File: src/rtl/dma_irq_coalescer_pkg.sv
// Shared definitions for the DMA interrupt coalescer: register map,
// register-port types and the packed CFG layout.
package dma_irq_coalescer_pkg;

  localparam logic [1:0] REG_CFG     = 2'd0;
  localparam logic [1:0] REG_TIMEOUT = 2'd1;
  localparam logic [1:0] REG_COUNT   = 2'd2;
  localparam logic [1:0] REG_CLEAR   = 2'd3;

  localparam int unsigned SRC_STRIDE = 32'h20;
  localparam int unsigned SRC_SHIFT  = $clog2(SRC_STRIDE);
  localparam int unsigned ADDR_WIDTH = 32;

  typedef struct packed {
    logic                  valid;
    logic                  write;
    logic [ADDR_WIDTH-1:0] addr;
    logic [63:0]           wdata;
    logic [7:0]            wstrb;
  } coal_reg_req_t;

  typedef struct packed {
    logic        ready;
    logic [63:0] rdata;
    logic        error;
  } coal_reg_rsp_t;

  // CFG register layout; threshold is wider than any legal counter and is
  // truncated to the counter width where it is used.
  typedef struct packed {
    logic [47:0] threshold;
    logic [14:0] reserved;
    logic        enable;
  } cfg_t;

  function automatic logic [63:0] apply_wstrb(input logic [63:0] old_val,
                                              input logic [63:0] wdata,
                                              input logic [7:0]  wstrb);
    logic [63:0] res;
    res = old_val;
    for (int b = 0; b < 8; b++) begin
      if (wstrb[b]) res[b*8 +: 8] = wdata[b*8 +: 8];
    end
    return res;
  endfunction

endpackage

File: src/rtl/dma_irq_coalescer_chan.sv
// One coalescing channel: saturating event counter with sticky overflow,
// timer since the first uncleared event, and the registered interrupt.
// enable/threshold/timeout are the values the config registers will hold
// after this edge, so reconfiguration is seen by irq_o one cycle later.
module dma_irq_coalescer_chan #(
  parameter int unsigned CntWidth = 16,
  parameter int unsigned TmoWidth = 32
) (
  input  logic                clk_i,
  input  logic                rst_ni,
  input  logic                event_i,
  input  logic                clear_i,
  input  logic                enable_i,
  input  logic [CntWidth-1:0] threshold_i,
  input  logic [TmoWidth-1:0] timeout_i,
  output logic [CntWidth-1:0] count_o,
  output logic                ovf_o,
  output logic                irq_o
);

  logic [CntWidth-1:0] count_q, count_d, count_base;
  logic                ovf_q, ovf_d;
  logic [TmoWidth-1:0] timer_q, timer_d;
  logic                irq_q, irq_d;
  logic                thr_hit, tmo_hit;

  // Next-state: clear first, then the event; interrupt from next-state values.
  always_comb begin
    count_base = clear_i ? '0 : count_q;
    ovf_d      = clear_i ? 1'b0 : ovf_q;
    count_d    = count_base;
    if (event_i) begin
      if (&count_base) ovf_d = 1'b1;
      else             count_d = count_base + 1'b1;
    end

    // A first event (from empty or right after a clear) starts the timer at 0.
    if (count_d == '0 || clear_i || count_q == '0) timer_d = '0;
    else if (timer_q >= timeout_i)                   timer_d = timeout_i;
    else                                             timer_d = timer_q + 1'b1;

    thr_hit = (threshold_i != '0) && (count_d >= threshold_i);
    tmo_hit = (timeout_i != '0) && (count_d != '0) && (timer_d == timeout_i);
    irq_d   = enable_i && (thr_hit || tmo_hit);
  end

  // Channel state registers.
  always_ff @(posedge clk_i or negedge rst_ni) begin
    if (!rst_ni) begin
      count_q <= '0;
      ovf_q   <= 1'b0;
      timer_q <= '0;
      irq_q   <= 1'b0;
    end else begin
      count_q <= count_d;
      ovf_q   <= ovf_d;
      timer_q <= timer_d;
      irq_q   <= irq_d;
    end
  end

  assign count_o = count_q;
  assign ovf_o   = ovf_q;
  assign irq_o   = irq_q;

endmodule

File: src/rtl/dma_irq_coalescer.sv
// Interrupt coalescer top: register decode/storage, read mux, error
// responses and one coalescing channel per DMA interrupt source.
module dma_irq_coalescer
  import dma_irq_coalescer_pkg::*;
#(
  parameter int unsigned NumSrc   = 2,
  parameter int unsigned CntWidth = 16,
  parameter int unsigned TmoWidth = 32,
  parameter type reg_req_t = coal_reg_req_t,
  parameter type reg_rsp_t = coal_reg_rsp_t
) (
  input  logic              clk_i,
  input  logic              rst_ni,
  input  logic [NumSrc-1:0] irq_i,
  input  reg_req_t          reg_req_i,
  output reg_rsp_t          reg_rsp_o,
  output logic [NumSrc-1:0] irq_o
);

  // Implemented bits: enable plus the threshold field; low TmoWidth bits.
  localparam logic [63:0] CFG_MASK = (((64'd1 << CntWidth) - 64'd1) << 16) | 64'd1;
  localparam logic [63:0] TMO_MASK = (64'd1 << TmoWidth) - 64'd1;

  logic [NumSrc-1:0][63:0]         cfg_q, cfg_d, tmo_q, tmo_d;
  logic [NumSrc-1:0]               clear;
  logic [NumSrc-1:0][CntWidth-1:0] count;
  logic [NumSrc-1:0]               ovf;
  logic [31:0]                     src_sel;
  logic [1:0]                      reg_sel;
  logic                            in_range, acc_err, wr_ok;
  logic [63:0]                     rd_data;

  assign src_sel  = 32'(reg_req_i.addr >> SRC_SHIFT);
  assign reg_sel  = reg_req_i.addr[4:3];
  assign in_range = src_sel < NumSrc;
  assign acc_err  = reg_req_i.valid &&
                    (!in_range || (reg_req_i.write && reg_sel == REG_COUNT));
  assign wr_ok    = reg_req_i.valid && reg_req_i.write && !acc_err;

  // Write decode: next config values and per-source clear strobes.
  always_comb begin
    cfg_d = cfg_q;
    tmo_d = tmo_q;
    clear = '0;
    for (int unsigned i = 0; i < NumSrc; i++) begin
      if (wr_ok && src_sel == i) begin
        case (reg_sel)
          REG_CFG:     cfg_d[i] = apply_wstrb(cfg_q[i], reg_req_i.wdata, reg_req_i.wstrb) & CFG_MASK;
          REG_TIMEOUT: tmo_d[i] = apply_wstrb(tmo_q[i], reg_req_i.wdata, reg_req_i.wstrb) & TMO_MASK;
          REG_CLEAR:   clear[i] = |reg_req_i.wstrb;
          default:     ;
        endcase
      end
    end
  end

  // Read mux and combinational response; errors return zero data.
  always_comb begin
    rd_data = '0;
    for (int unsigned i = 0; i < NumSrc; i++) begin
      if (src_sel == i) begin
        case (reg_sel)
          REG_CFG:     rd_data = cfg_q[i];
          REG_TIMEOUT: rd_data = tmo_q[i];
          REG_COUNT: begin
            rd_data[CntWidth-1:0] = count[i];
            rd_data[63]           = ovf[i];
          end
          default:     rd_data = '0;
        endcase
      end
    end
    reg_rsp_o       = '0;
    reg_rsp_o.ready = 1'b1;
    reg_rsp_o.error = acc_err;
    if (reg_req_i.valid && !acc_err) reg_rsp_o.rdata = rd_data;
  end

  // Configuration register storage.
  always_ff @(posedge clk_i or negedge rst_ni) begin
    if (!rst_ni) begin
      cfg_q <= '0;
      tmo_q <= '0;
    end else begin
      cfg_q <= cfg_d;
      tmo_q <= tmo_d;
    end
  end

  for (genvar g = 0; g < NumSrc; g++) begin : g_src
    cfg_t cfg_nxt;
    logic unused_cfg;
    assign cfg_nxt    = cfg_t'(cfg_d[g]);
    assign unused_cfg = ^{cfg_nxt.reserved, cfg_nxt.threshold, tmo_d[g]};

    dma_irq_coalescer_chan #(
      .CntWidth(CntWidth),
      .TmoWidth(TmoWidth)
    ) u_chan (
      .clk_i      (clk_i),
      .rst_ni     (rst_ni),
      .event_i    (irq_i[g]),
      .clear_i    (clear[g]),
      .enable_i   (cfg_nxt.enable),
      .threshold_i(cfg_nxt.threshold[CntWidth-1:0]),
      .timeout_i  (tmo_d[g][TmoWidth-1:0]),
      .count_o    (count[g]),
      .ovf_o      (ovf[g]),
      .irq_o      (irq_o[g])
    );
  end

endmodule
File: config.mk
export PLATFORM = sky130hd
export DESIGN_NAME = dma_irq_coalescer
export DESIGN_NICKNAME = d
export VERILOG_FILES = /design/src/rtl/dma_irq_coalescer_pkg.sv /design/src/rtl/dma_irq_coalescer_chan.sv /design/src/rtl/dma_irq_coalescer.sv
export SDC_FILE = /design/constraint.sdc
export NUM_CORES = 1
export LEC_CHECK = 0
export ABC_AREA = 1
export CAP_MARGIN = 20
export CORE_MARGIN = 3
export CORE_UTILIZATION = 51
export DETAILED_ROUTE_END_ITERATION = 8
export GPL_TIMING_DRIVEN = 1
export MAX_ROUTING_LAYER = met4
export PLACE_DENSITY = 0.79
export RECOVER_POWER = 25
export SLEW_MARGIN = 40
export SYNTH_ARGS = -nofsm -noshare
export SYNTH_HDL_FRONTEND = slang
export SYNTH_HIERARCHICAL = 1
export SYNTH_SLANG_ARGS = --single-unit
export TNS_END_PERCENT = 20
File: constraint.sdc
create_clock -name clk_i -period 4.3 [get_ports clk_i]
set_input_delay 0.645 -clock clk_i [delete_from_list [all_inputs] [get_ports clk_i]]
set_output_delay 0.645 -clock clk_i [all_outputs]
set_load 0.005 [all_outputs]
### Word-level counts from Yosys, hierarchy flattened

Index checks and enable logic that the tools add are counted.

| word-level totals | value |
|---|---|
| flip-flop bits (word level) | 198 |
| input bits | 110 |
| output and inout bits | 68 |
| word-level logic and storage cells | 116 |

| operators by class | value |
|---|---|
| add/subtract/negate cells | 4 |
| order comparisons | 5 |
| equal/unequal tests | 6 |
| muxes and demuxes | 50 |
| reductions and logical operators | 39 |

Operators by type and width:

| kind | count |
|---|---|
| 32-bit two-way mux | 12 |
| 64-bit two-way mux | 3 |
| 47-bit case mux with 3 select lines | 1 |
| 16-bit two-way mux | 6 |
| 8-bit two-way mux | 12 |
| 16-bit case mux with 3 select lines | 2 |
| 32-bit by 1-bit adder with 32-bit output (second input constant) | 2 |
| 32-bit equality test | 2 |
| 32-bit >= comparator | 2 |
| 16-bit logical NOT | 4 |
| 16-bit nonzero test | 4 |
| 32-bit nonzero test | 2 |
| 16-bit by 1-bit adder with 16-bit output (second input constant) | 2 |
| 16-bit >= comparator | 2 |
| 32-bit logical NOT | 1 |
| 16-bit case mux with 2 select lines | 1 |
| 16-bit AND reduction | 2 |
| 27-bit by 1-bit equality test with 1-bit output (second input constant) | 1 |
| 27-bit by 2-bit < comparator with 1-bit output (second input constant) | 1 |
| 1-bit logical AND | 15 |
| 1-bit two-way mux | 13 |
| 8-bit OR reduction | 1 |
| 1-bit logical OR | 7 |
| 2-bit equality test (second input constant) | 2 |
| 3 further kinds | 4 |

### Longest topological paths before layout

| logic depth | value |
|---|---|
| word-level depth | 20 |
| gate-level depth with buffers | 43 |
| depth with buffers taken out | 41 |

### Cells and area by module

The synthesis kept the hierarchy.

Modules (own cells, without submodules):

| module | times used | cells an instance | area each (um^2) | sequential area each (um^2) |
|---|---|---|---|---|
| dma_irq_coalescer_chan | 2 | 896 | 5505.3 | 1251.2 |
| dma_irq_coalescer | 1 | 1220 | 7566.0 | 2452.4 |

### Worst setup path before layout

Ideal clock, no wire load.

| path | value |
|---|---|
| kind | input -> register |
| start point | in reg_req_i[103] (netlist bit) |
| end point | reg g_src[1].u_chan.irq_q |
| setup time | 0.115 ns |
| arrival | 4.375 ns |
| data required time | 4.185 ns |
| slack | -0.191 ns |
| stages | 40 |
| path buffers | 3 |
| cell sequence | nor2_1 > nand2_1 > nor2_1 > nand2_1 > nor2_2 > buf_2 > buf_2 > nand3_1 > nor2_1 > buf_2 > nor2_1 > ha_1 > nand2_1 > inv_1 > nand2_1 > nor2_1 > nand2_1 > nor2_1 > [... 4 more ...] > a21boi_0 > o21a_1 > o21ai_0 > nand2_1 > nand2_1 > nand2_1 > nand2_1 > nand2_1 > nand2_1 > nand2_1 > nand2_1 > nand2_1 > a21oi_1 > o21ai_0 > o41ai_1 > inv_1 > nor2_1 > nor2_1 |

| on the way | value |
|---|---|
| longest elaborated chain between the ends | 20 |
| elaborated cells between the ends (all ways) | 32 |
| those cells by class | 1 x add/sub; 3 x order compare; 2 x eq/ne; 8 x mux; 18 x reduce/logical |

RTL lines:

| what | RTL line | RTL |
|---|---|---|
| start: declaration | dma_irq_coalescer.sv:15 | `input reg_req_t reg_req_i,` |
| 27-bit by 2-bit < comparator with 1-bit output | dma_irq_coalescer.sv:35 | `assign in_range = src_sel < NumSrc;` |
| 1-bit logical NOT | dma_irq_coalescer.sv:37 | `(!in_range \|\| (reg_req_i.write && reg_sel == REG_COUNT));` |
| 1-bit logical OR | dma_irq_coalescer.sv:37 |  |
| 1-bit logical AND | dma_irq_coalescer.sv:36 | `assign acc_err = reg_req_i.valid &&` |
| 1-bit logical NOT | dma_irq_coalescer.sv:38 | `assign wr_ok = reg_req_i.valid && reg_req_i.write && !acc_err;` |
| 1-bit logical AND | dma_irq_coalescer.sv:38 |  |
| 1-bit logical AND * | dma_irq_coalescer.sv:46 | `if (wr_ok && src_sel == i) begin` |
| 1-bit two-way mux * | dma_irq_coalescer.sv:46 |  |
| via clear[1] | dma_irq_coalescer.sv:25 | `logic [NumSrc-1:0] clear;` |
| [... 4 more ...] | - |  |
| via g_src[1].u_chan.count_d[1] | dma_irq_coalescer_chan.sv:21 | `logic [CntWidth-1:0] count_q, count_d, count_base;` |
| 16-bit logical NOT | dma_irq_coalescer_chan.sv:38 | `if (count_d == '0 \|\| clear_i \|\| count_q == '0) timer_d = '0;` |
| 1-bit logical OR (2 in series) | dma_irq_coalescer_chan.sv:38 |  |
| 32-bit two-way mux | dma_irq_coalescer_chan.sv:38 |  |
| 32-bit equality test | dma_irq_coalescer_chan.sv:43 | `tmo_hit = (timeout_i != '0) && (count_d != '0) && (timer_d == timeout_i);` |
| 1-bit logical AND | dma_irq_coalescer_chan.sv:43 |  |
| 1-bit logical OR * | dma_irq_coalescer_chan.sv:44 | `irq_d = enable_i && (thr_hit \|\| tmo_hit);` |
| 1-bit logical AND * | dma_irq_coalescer_chan.sv:44 |  |
| via g_src[1].u_chan.irq_d | dma_irq_coalescer_chan.sv:24 | `logic irq_q, irq_d;` |
| end signal: assignment | dma_irq_coalescer_chan.sv:58 | `irq_q <= irq_d;` |
| end: declaration | dma_irq_coalescer_chan.sv:24 |  |

The timed path passes the listed nets; every way through them passes the cells marked *.

### Final worst setup path

| path | value |
|---|---|
| start point | in reg_req_i[90] (netlist bit) |
| end point | reg g_src[0].u_chan.irq_q |

| on the way | value |
|---|---|
| longest elaborated chain between the ends | 20 |
| elaborated cells between the ends (all ways) | 32 |
| those cells by class | 1 x add/sub; 3 x order compare; 1 x eq/ne; 8 x mux; 19 x reduce/logical |

RTL lines:

| what | RTL line |
|---|---|
| 27-bit by 2-bit < comparator with 1-bit output | dma_irq_coalescer.sv:35 |
| 1-bit logical NOT | dma_irq_coalescer.sv:37 |
| 1-bit logical OR | dma_irq_coalescer.sv:37 |
| 1-bit logical AND | dma_irq_coalescer.sv:36 |
| 1-bit logical NOT | dma_irq_coalescer.sv:38 |
| 1-bit logical AND | dma_irq_coalescer.sv:38 |
| 1-bit logical AND * | dma_irq_coalescer.sv:46 |
| 1-bit two-way mux * | dma_irq_coalescer.sv:46 |
| via clear[0] | dma_irq_coalescer.sv:25 |
| [... 4 more ...] | - |
| via g_src[0].u_chan.count_d[1] | dma_irq_coalescer_chan.sv:21 |
| 16-bit logical NOT | dma_irq_coalescer_chan.sv:38 |
| 1-bit logical OR (2 in series) | dma_irq_coalescer_chan.sv:38 |
| 32-bit two-way mux | dma_irq_coalescer_chan.sv:38 |
| 32-bit equality test | dma_irq_coalescer_chan.sv:43 |
| 1-bit logical AND | dma_irq_coalescer_chan.sv:43 |
| 1-bit logical OR * | dma_irq_coalescer_chan.sv:44 |
| 1-bit logical AND * | dma_irq_coalescer_chan.sv:44 |
| via g_src[0].u_chan.irq_d | dma_irq_coalescer_chan.sv:24 |
| end signal: assignment | dma_irq_coalescer_chan.sv:58 |
| end: declaration | dma_irq_coalescer_chan.sv:24 |

Marked as above.

==> flow_summary.yaml <==
layout:
  num-fill-cells: 3078
  final_cells: 3971
  fin_nets: 3705
  drive_gt1_share_pct: 21.84
  fin_area_sq_mm: 0.02492
  final_util_pct: 69.71
  syn_to_final_growth_pct: 34.12
drt:
  via_per_inst: 5.888
  drc: 0
  wl_per_cell_um: 20.72
  wl_mm: 82.28
  dr.pass1.iters: 7
  ant_nets: 0
  vias: 23380
  first_iter_violations: 2937
flow_run:
  drv_cap: 2
die:
  die_w_um: 196.9
  die_h_um: 196.9
  start_util_pct: 51.97
  io-pin-count: 178
  rows: 69
  die_area_sq_mm: 0.03875
  core_area_sq_mm: 0.03574
clock_tree:
  clkLatencyLatePin_ns: 0.48
  holdBufCountCts: 0
  cts_tree: "yes"
  clockBufferDepth: 2
  cts_root_buf: "clkbuf_16"
  cts.sinks: 198
  htree_levels: 4
  numCtsBuffers: 17
  path_clk_slew_ns: 0.08
setup_path:
  crit_path_start_kind: "primary input"
  cp_num_buf_inv: 4
  cp_slowest_stage_delay_ns: 0.21
  worstPathMaxFanout: 5
  startpoint: "reg_req_i[90]"
  cp.arrival_ns: 4.79
  worst_path_most_repeated_cell: "nand2_1"
  crit_path_top_delay_cell: "nor2_4"
  critPathTopFamily: "simple AND/OR/NAND/NOR gates"
  path_class: "in2reg"
  crit_required_ns: 4.66
  end_kind: "flip-flop"
  rr_startpoint: "tmo_q[95]$_DFF_PN0_"
sta:
  skew_ns: 0.01464
  period_needed_ns: 4.422
  rsz0062_at_grt: "yes"
  final-hold-violation-count: 0
  slew_headroom_pct: -48.35
  tightest_slew_ns: 2.225
  max_freq_mhz: 226.2
  fin_crit_sh_pct: 102.8
  setup_violations: 1
  setup_slack_ns: -0.1218
  slew_viol_final: 140
yosys:
  synth_ff_type: "dfrtp_1"
  netlist_instances: 3012
  avgSynthCellArea_sq_um: 6.168
  synth_cell_type_count: 43
  synth_top_area_cell: "dfrtp_1"
  ys_seq_area_share_pct: 26.67
  synth_edf_count: 0
  ys.warnings.count: 6
  yosys.area.top_type_share_pct: 26.67
  yosys-top-cells-count: "926 x nand2_1, 406 x inv_1, 303 x o21ai_0"
  yosys-top-cells-area: "dfrtp_1 27%, nand2_1 19%, inv_1 8.2%"
  ys_ff_latch: 198
  synth_most_common_cell: "nand2_1"
  async_flop_share_pct: 100.0
  syn_area_sq_mm: 0.01858
global_routing:
  grt_pass1_wl_mm: 121.3
  grtUsageTotal_pct: 41.55
  antenna_found_initial: 2
  grt_pass1_vias: 21900
  grt_max_degree: 84
  overflow: 0
power:
  peakVddDrop_uv: 210.6
  leakage_uw: 0.01264
  powerDensity_mw_per_mm2: 192.7
hold_path:
  hp-start: "g_src[1].u_chan/ovf_o$_DFF_PN0_"
  timing.hold.worst.class: "reg2reg"
run_status:
  failed_checks: "capacitance limit, slew limit, setup timing"
  status: "finished with violations"
placed_design:
  hpwl_mm: 61.68
  placed_area_sq_mm: 0.02292
  io_buffers: 110
  dp_cells: 3856
  gp_congestion: 1.085
==> metrics by stage <==
stage	total power, uW	worst slack, ns	hold slack (ns)	TNS, ns
finish	4800	-0.1218	0.4898	-0.1218
global route	4978	-0.3876	0.5270	-0.6545
CTS	4681	-0.1799	0.2429	-0.3185
detailed placement	3028	-0.9308	0.4744	-16.89
global placement	2990	-1.001	0.4705	-15.16
floorplan	2531	-0.02239	0.3494	-0.02239
==> flip-flops by register name (all words and copies together), names as in the netlist <==
name	flops
g_src.u_chan/irq_o	2
g_src.u_chan/count_o	32
cfg_q	34
tmo_q	64
g_src.u_chan/timer_q	64
g_src.u_chan/ovf_o	2
==> layout by cell type, fill, tap and decap left out, types with 4 or more instances in the layout <==
cell type	n
inv_6	4
buf_12	19
nor3_1	56
dlymetal6s2s_1	13
clkdlybuf4s50_1	72
xor2_1	28
o22ai_1	32
nor2_4	20
nand3_1	138
xnor2_1	36
nand3b_1	6
o21a_1	6
ha_1	88
o21ai_1	31
nand4_1	180
ha_4	11
dfrtp_1	198
inv_4	6
conb_1	32
clkbuf_2	23
buf_6	12
nand3_2	8
nor2_1	180
clkbuf_16	24
a21oi_1	67
buf_4	458
nor4_1	24
nand2_4	6
nor2_2	31
o21bai_1	6
a21oi_2	6
a21o_1	4
nand3_4	4
nand2_1	871
inv_1	379
o21ai_2	6
nand2_2	60
inv_2	38
o21ai_0	277
==> cell families (layout without fill, tap and decap cells) <==
logic type      Yosys count  in the layout  share of synthesized area, %
simple gates           1593           1593                         37.23
buf+inv                 603           1068                         13.41
compound gates          452            452                         12.90
flops                   198            198                         26.67
fa+ha+maj               100            100                         6.735
xor+xnor                 64             64                         3.017
other cells               2             35                       0.04043
==> worst paths after layout <==
| kind | to | slack [ns] | cells after the start |
|---|---|---|---|
| setup / recovery | g_src[0].u_chan/irq_o$_DFF_PN0_ | -0.12 | 40 |
| hold / removal | g_src[1].u_chan/ovf_o$_DFF_PN0_ | 0.49 | 2 |
| setup reg to reg | g_src[1].u_chan/irq_o$_DFF_PN0_ | 0.51 | 27 |
| hold reg to reg | g_src[1].u_chan/ovf_o$_DFF_PN0_ | 0.49 | 2 |
| max in group asynchronous | g_src[0].u_chan/count_o[2]$_DFF_PN0_ | 0.91 | 2 |
| min in group asynchronous | g_src[1].u_chan/timer_q[6]$_DFF_PN0_ | 0.81 | 1 |
==> where the power goes <==
part	switching [uW]	internal (uW)
clock	871	768
sequential	95.7	1910
combinational	676	484
total	1640	3160
==> routing by layer <==
layer	global-route usage [%]	up-vias	share of wire [%]
met4	23.57	0	7.2
li1	-	10720	-
met1	49.75	10750	37
met5	-	-	0
met3	7.573	381	9.9
met2	66.17	1530	46
==> worst reg2reg max path: cells and delay by family, from the launching register on <==
family / cells / cell delay, ns
flops: 1 / 0.37
compound gates: 4 / 0.57
buf+inv: 4 / 0.53
simple gates: 18 / 1.91
fa+ha+maj: 1 / 0.29
==> what timing repair did <==
item / CTS / global route
setup endpoints to repair: 2 / 33
pin swaps: 44 / 117
setup buffers: 35 / 34
resized for setup: 78 / 210
cloned: 5 / 8
hold endpoints to repair: 0 / 0
==> cell type report <==
| type | instances | area (sq um) | area share [%] |
|---|---|---|---|
| Inverter | 426 | 1614 | 6.478 |
| Timing Repair Buffer | 611 | 5271 | 21.16 |
| Tap cell | 461 | 576.8 | 2.315 |
| Multi-Input combinational cell | 2241 | 11930 | 47.87 |
| Sequential cell | 198 | 4955 | 19.89 |
| Antenna cell | 3 | 7.507 | 0.03013 |
| Clock inverter | 14 | 138.9 | 0.5574 |
| Clock buffer | 17 | 425.4 | 1.707 |
No activity file was read; power rests on OpenSTA's default activity.
